==> config.mk <==
export PLATFORM = sky130hd
export DESIGN_NAME = pc_ctrl_unit
export DESIGN_NICKNAME = d
export VERILOG_FILES = /design/src/rtl/pc_ctrl_unit.sv
export SDC_FILE = /design/constraint.sdc
export NUM_CORES = 1
export LEC_CHECK = 0
export BUFFER_PORTS_ARGS = -buffer_cell sky130_fd_sc_hd__buf_2
export CELL_PAD_IN_SITES_DETAIL_PLACEMENT = 0
export CELL_PAD_IN_SITES_GLOBAL_PLACEMENT = 2
export CORE_MARGIN = 2
export CORE_UTILIZATION = 31
export DETAILED_ROUTE_END_ITERATION = 16
export GPL_ROUTABILITY_DRIVEN = 0
export GPL_TIMING_DRIVEN = 0
export PLACE_DENSITY_LB_ADDON = 0.1
export SKIP_LAST_GASP = 1
export SYNTH_ARGS = -nofsm -noshare
export SYNTH_HDL_FRONTEND = slang
export SYNTH_SLANG_ARGS = --single-unit
==> constraint.sdc <==
create_clock -name clk -period 4.05 [get_ports clk]
set_clock_uncertainty 0.05 [all_clocks]
set_input_delay 0.2025 -clock clk [delete_from_list [all_inputs] [get_ports clk]]
set_output_delay 0.2025 -clock clk [all_outputs]
set_load 0.005 [all_outputs]
==> src/rtl/pc_ctrl_unit.sv <==
// Fetch-stage program-counter control: sequential step, stall hold, redirect
// with one-cycle flush, opcode-triggered halt/resume and a saturating fetch counter.
module pc_ctrl_unit #(
    parameter int                  PC_WIDTH     = 32,
    parameter logic [PC_WIDTH-1:0] RESET_VECTOR = '0,
    parameter int                  INSTR_BYTES  = 4,
    parameter logic [6:0]          HALT_OPCODE  = 7'b1111111,
    parameter int                  CNT_WIDTH    = 32
) (
    input  logic                 clk,
    input  logic                 pc_rst_n,
    input  logic                 stall,
    input  logic                 opcode_valid,
    input  logic [6:0]           opcode,
    input  logic                 redirect_valid,
    input  logic [PC_WIDTH-1:0]  redirect_target,
    input  logic                 resume,
    output logic [PC_WIDTH-1:0]  pc,
    output logic [PC_WIDTH-1:0]  pc_plus,
    output logic                 flush,
    output logic                 halted,
    output logic                 misalign_err,
    output logic [CNT_WIDTH-1:0] fetch_count
);

    localparam logic [PC_WIDTH-1:0] STEP       = PC_WIDTH'(INSTR_BYTES);
    localparam logic [PC_WIDTH-1:0] ALIGN_MASK = PC_WIDTH'(INSTR_BYTES - 1);

    typedef enum logic {
        ST_RUN  = 1'b0,
        ST_HALT = 1'b1
    } state_t;

    state_t               state_p1, state_nxt;
    logic [PC_WIDTH-1:0]  pc_p1, pc_nxt;
    logic                 flush_p1, flush_nxt;
    logic                 misalign_p1, misalign_nxt;
    logic [CNT_WIDTH-1:0] count_p1;
    logic                 count_en;

    function automatic logic [PC_WIDTH-1:0] align_pc(input logic [PC_WIDTH-1:0] addr);
        return addr & ~ALIGN_MASK;
    endfunction

    function automatic logic [CNT_WIDTH-1:0] sat_inc(input logic [CNT_WIDTH-1:0] cnt);
        return (&cnt) ? cnt : cnt + CNT_WIDTH'(1);
    endfunction

    assign pc_plus = pc_p1 + STEP;

    // Next-state decode: redirect > halt opcode > stall > sequential step
    always_comb begin
        state_nxt    = state_p1;
        pc_nxt       = pc_p1;
        flush_nxt    = 1'b0;
        misalign_nxt = misalign_p1;
        count_en     = 1'b0;
        case (state_p1)
            ST_RUN: begin
                if (redirect_valid) begin
                    pc_nxt    = align_pc(redirect_target);
                    flush_nxt = 1'b1;
                    count_en  = 1'b1;
                    if (|(redirect_target & ALIGN_MASK)) begin
                        misalign_nxt = 1'b1;
                    end
                end else if (opcode_valid && (opcode == HALT_OPCODE)) begin
                    state_nxt = ST_HALT;
                end else if (!stall) begin
                    pc_nxt   = pc_plus;
                    count_en = 1'b1;
                end
            end
            ST_HALT: begin
                // Resume steps past the halt instruction itself
                if (resume) begin
                    state_nxt = ST_RUN;
                    pc_nxt    = pc_plus;
                    count_en  = 1'b1;
                end
            end
            default: state_nxt = ST_RUN;
        endcase
    end

    // Stage p1: architectural PC state
    always_ff @(posedge clk or negedge pc_rst_n) begin
        if (!pc_rst_n) begin
            state_p1    <= ST_RUN;
            pc_p1       <= RESET_VECTOR;
            flush_p1    <= 1'b0;
            misalign_p1 <= 1'b0;
            count_p1    <= '0;
        end else begin
            state_p1    <= state_nxt;
            pc_p1       <= pc_nxt;
            flush_p1    <= flush_nxt;
            misalign_p1 <= misalign_nxt;
            if (count_en) begin
                count_p1 <= sat_inc(count_p1);
            end
        end
    end

    assign pc           = pc_p1;
    assign flush        = flush_p1;
    assign halted       = (state_p1 == ST_HALT);
    assign misalign_err = misalign_p1;
    assign fetch_count  = count_p1;

endmodule

==> Word-level counts from Yosys, hierarchy flattened <==
Index checks and enable logic that the tools add are counted.
{ "word_totals": {"inputBits": 45, "latch_bits": 0, "mem_count": 0, "ff_bits": 67, "elab_cells": 35, "out_inout_bits": 99, "romBits": 0, "ramBits": 0} }
{ "op_classes": {"magnitude_cmp": 0, "bitwise_logic": 2, "shift": 0, "reduce_logical": 6, "eq_ne": 4, "n_mux": 16, "div": 0, "n_mul": 0, "add_sub_neg": 2} }
{ "ops": {"columns": ["cell", "count"], "rows": [
  ["32-bit two-way mux", 4],
  ["32-bit one-hot mux with 2 select lines", 1],
  ["32-bit by 1-bit adder with 32-bit output, second input constant", 1],
  ["32-bit by 3-bit adder with 32-bit output, second input constant", 1],
  ["32-bit AND reduction", 1],
  ["1-bit two-way mux", 9],
  ["7-bit == test, second input constant", 1],
  ["3-bit != test, second input constant", 2],
  ["3-bit AND reduction", 2],
  ["1-bit one-hot mux with 2 select lines", 2],
  ["2-bit != test, second input constant", 1],
  ["1-bit NOT", 2],
  ["2-bit AND reduction", 1],
  ["2-bit OR reduction", 1],
  ["1-bit logical AND", 1]
]} }

==> Depth between registers and ports, before layout <==
{ "depth": {"depth_word": 6, "mapped_depth": 7, "ltp_nobuf": 6} }

==> Worst setup path before layout <==
Ideal clock, no wire load.
{ "synth_timing": {"kind": "reg2reg", "startpoint": "register count_p1[0] (netlist: fetch_count[0])", "endpoint": "register count_p1[22] (netlist: fetch_count[22])", "path_buffers": 0, "stages_incl_launch_ff": 7, "required_ps": 3875, "arrival_time_ps": 1837, "setup_time_ps": 125, "slack_ps": 2039, "synth_period_minus_slack_ps": 2011, "cell_sequence": "dfrtp_1 > ha_1 > and2_0 > nand2_1 > a2111oi_4 > nand4_1 > mux2_2"} }
{ "synth_between": {"elab_chain_len": 3, "elab_cells_between_ends": 4, "classes_between": "1 x add/sub; 1 x bitwise; 2 x reduce/logical"} }
{ "synth_lines": {"columns": ["item", "line", "rtl"], "rows": [
  ["start: declaration", "38", "logic [CNT_WIDTH-1:0] count_p1;"],
  ["start signal: assignment", "100", "count_p1 <= sat_inc(count_p1);"],
  ["parallel branches: the longest is 3 deep, another holds 32-bit by 1-bit adder with 32-bit output", null, null]
]} }
Parallel ways; which one is timed is not known.
A chain may end at the register's enable or synchronous reset.

==> Final worst setup path <==
{ "layout_timing": {"startpoint": "register pc_p1[2] (netlist: pc[2])", "endpoint": "output port pc_plus[30]"} }
{ "layout_between": {"elab_chain_len": 1} }
{ "layout_lines": {"columns": ["item", "line", "rtl"], "rows": [
  ["start: declaration", "35", "logic [PC_WIDTH-1:0] pc_p1, pc_nxt;"],
  ["start signal: assignment", "96", "pc_p1 <= pc_nxt;"],
  ["32-bit by 3-bit adder with 32-bit output", "49", "assign pc_plus = pc_p1 + STEP;"],
  ["end: declaration", "19", "output logic [PC_WIDTH-1:0] pc_plus,"]
]} }
No other way between the ends.

==> reports/qor.yml <==
ir_drop_mv: 0.173
startpoint: "pc[2]$_DFFE_PN0P_"
setup_violations: 0
design_area_um2: 5080
muxShareOfSynthArea: 0.0139
netlist_top_cells_count: "dfrtp_1 (65), nand2_1 (50), xnor2_1 (46)"
hp-class: "primary input to flop"
num_io_pins: 144
switching_share: 0.319
hp-start: "redirect_target[0]"
route.detailed.drc: 0
finalSetupTns_ns: 0
regToRegStartpoint: "fetch_count[0]$_DFFE_PN0P_"
netlist_instances: 424
rr_endpoint: "fetch_count[22]$_DFFE_PN0P_"
synth_xor_xnor_area_share: 0.124
worstPathRequired_ns: 3.80
root_buffer: "clkbuf_16"
post_cts_resized: 0
synth_top_area_cell: "dfrtp_1"
drt_iter0_markers: 170
hold_violations: 0
synth_top_family_by_area: "simple AND/OR/NAND/NOR gates"
grt_overflow: 0
async_flop_share: 1.00
ant_nets: 0
antenna_found_initial: 0
syn_area_per_cell_um2: 9.14
pwr-share-seq: 0.413
die-area_um2: 13400
grt_first_pass_wirelength_um: 19700
core_area_um2: 12100
endpoint_kind: "output pin"
synth_top_flop_cell: "dfrtp_1"
num_rows: 40
p_int_mw: 1.38
fin_ws_ns: 1.12
placed_area_um2: 4820
fin_crit_sh: 0.723
pre_cts_ws_ns: 1.51
path_cells: "ha_1, nand2_1, nor4_1, nand3_1, xnor2_1, buf_2"
drive_gt1_frac: 0.294
synth_area_um2: 3880
finalPower_mw: 2.03
cts_setup_buffers: 0
synth_most_common_cell: "dfrtp_1"
status: "finished, final reports clean"
ys_types: 46
pwr-share-clk: 0.345
die_w_um: 116
synth-compound-area-share: 0.157
arrival_ns: 2.67
path_class: "flop to output pin"
syn_to_final_growth_pct: 31.2
grt_pass1_vias: 3601
tightestPinTransition_ns: 0.844
synth_fa_ha_area_frac: 0.00646
cts_max_level: 3
ys_top_cells_by_area: "dfrtp_1 (42%), xnor2_1 (10%), nand2_1 (4.8%)"
vias_per_cell: 5.08
cp_max_fo: 6
dr.pass1.iters: 4
critPathLaunchType: "flop"
synth-seq-cells: 65
ff2ff_path_depth: 6
rsz0062_at_grt: "false"
nFillCells: 1250
power_leakage_nw: 2.32
max_stage_delay_ns: 0.67
p_comb_frac: 0.242
die_h_um: 116
hpwl_um: 9320
synth_warnings: 0
fmaxAchievable_mhz: 342
portBuffers: 139
clk_latency_ns: 0.34
synth_edf_count: 0
grt_max_degree: 40
antenna_cells: 0
synth-simple-area-share: 0.243
clkSlewWorstSetupHoldPaths_ns: 0.05
wl_um: 12700
ys_seq_area_frac: 0.420
initial_core_util: 0.320
power_density_nw_per_um2: 399
cts_buffer_depth: 2
nets: 626
rrSetupSlack_ns: 1.63
drv_cap: 0
synth_top_area_frac: 0.420
numCtsBuffers: 9
cts_tree: "yes"
crit_slowest_cell: "nor4_1"
slew_violations: 0
cts_hold_buffers: 1
grt_usage: 0.193
vias: 3803
switchingPower_mw: 0.646
period_needed_ns: 2.93
crit_path_end: "pc_plus[30]"
maxSlewHeadroom: 0.432
wire_per_inst_um: 16.9
clock_sinks: 65
## worst min-delay path by stage
stage                                  to  slack (ns)  cells after the start
5_1_grt                 pc[2]$_DFFE_PN0P_        0.09                      3
4_1_cts                 pc[2]$_DFFE_PN0P_        0.06                      3
6_report         misalign_err$_DFFE_PN0P_        0.07                      3
3_5_place_dp            pc[4]$_DFFE_PN0P_        0.11                      1
3_3_place_gp     misalign_err$_DFFE_PN0P_        0.40                      3
2_1_floorplan  fetch_count[0]$_DFFE_PN0P_       -0.14                      0
## layer usage
metal,global-route usage,up-vias,part of all wire
met5,0,-,0
met4,0.0849,0,0.021
met3,0.0309,17,0.053
met2,0.310,122,0.47
met1,0.258,1810,0.45
li1,-,1854,-
## stage by stage
stage | hold WS, ns | utilization | std cells
global placement | 0.404 | 0.396 | 734
finish | 0.0689 | 0.420 | 749
floorplan | -0.143 | - | 427
detailed placement | 0.108 | 0.398 | 735
CTS | 0.0623 | 0.420 | 749
global route | 0.0893 | 0.420 | 749
## cells by family after synthesis
group,count (synthesis)
AOI/OAI and AO/OA,92
and+or+nand+nor,174
other,1
DFF,65
muxes,5
adders and majority gates,2
buffers and inverters,30
xor gates and xnor gates,55
## power groups by stage
stage | registers (mW) | clock network, mW | logic [mW]
finish | 0.838 | 0.699 | 0.491
global route | 0.854 | 0.749 | 0.546
CTS | 0.838 | 0.721 | 0.501
detailed placement | 0.849 | 0 | 0.499
global placement | 0.845 | 0 | 0.492
floorplan | 0.836 | 0 | 0.262
## state kept, by name (all words and copies together), names as in the netlist
name          cells
pc               30
halted            1
fetch_count      32
misalign_err      1
flush             1
## layout by cell type, fill, tap and decap left out, types with 2 or more instances in the layout
cell type,netlist,routed
buf_2,2,140
dfrtp_1,65,65
nand2_1,50,50
xnor2_1,46,46
nand3_1,32,32
a21oi_1,26,26
nand4_1,23,23
clkbuf_1,20,22
nor2_1,21,21
o22ai_1,17,17
o21ai_0,17,17
and3_1,15,15
a2bb2oi_1,15,15
and4_1,9,9
xor2_1,9,9
clkbuf_16,0,9
buf_4,5,6
nor3_1,6,6
a22oi_1,6,6
conb_1,1,4
nor4_1,3,3
mux2_2,3,3
nand4_2,2,2
inv_1,2,2
a21o_1,2,2
o21bai_1,2,2
and2_1,2,2
mux2i_1,2,2
a31oi_1,2,2
ha_1,2,2
## worst max-delay path: cells and delay by family (launching register included)
kind | cells | cell delay (ns)
XOR/XNOR | 1 | 0.31
AND/OR/NAND/NOR | 3 | 1.11
buffers and inverters | 1 | 0.17
adder cells (fa/ha/maj) | 1 | 0.29
flip-flops | 1 | 0.46
## cell type report
cell class                      instances  area, um2  area share
Buffer                                 28        126      0.0249
Clock buffer                           12        246      0.0485
Clock inverter                          1       5.00    0.000984
Inverter                                2       7.51     0.00148
Multi-Input combinational cell        332       2130       0.418
Sequential cell                        65       1630       0.320
Tap cell                              168        210      0.0413
Timing Repair Buffer                  141        736       0.145
(Power assumes the default switching activity.)
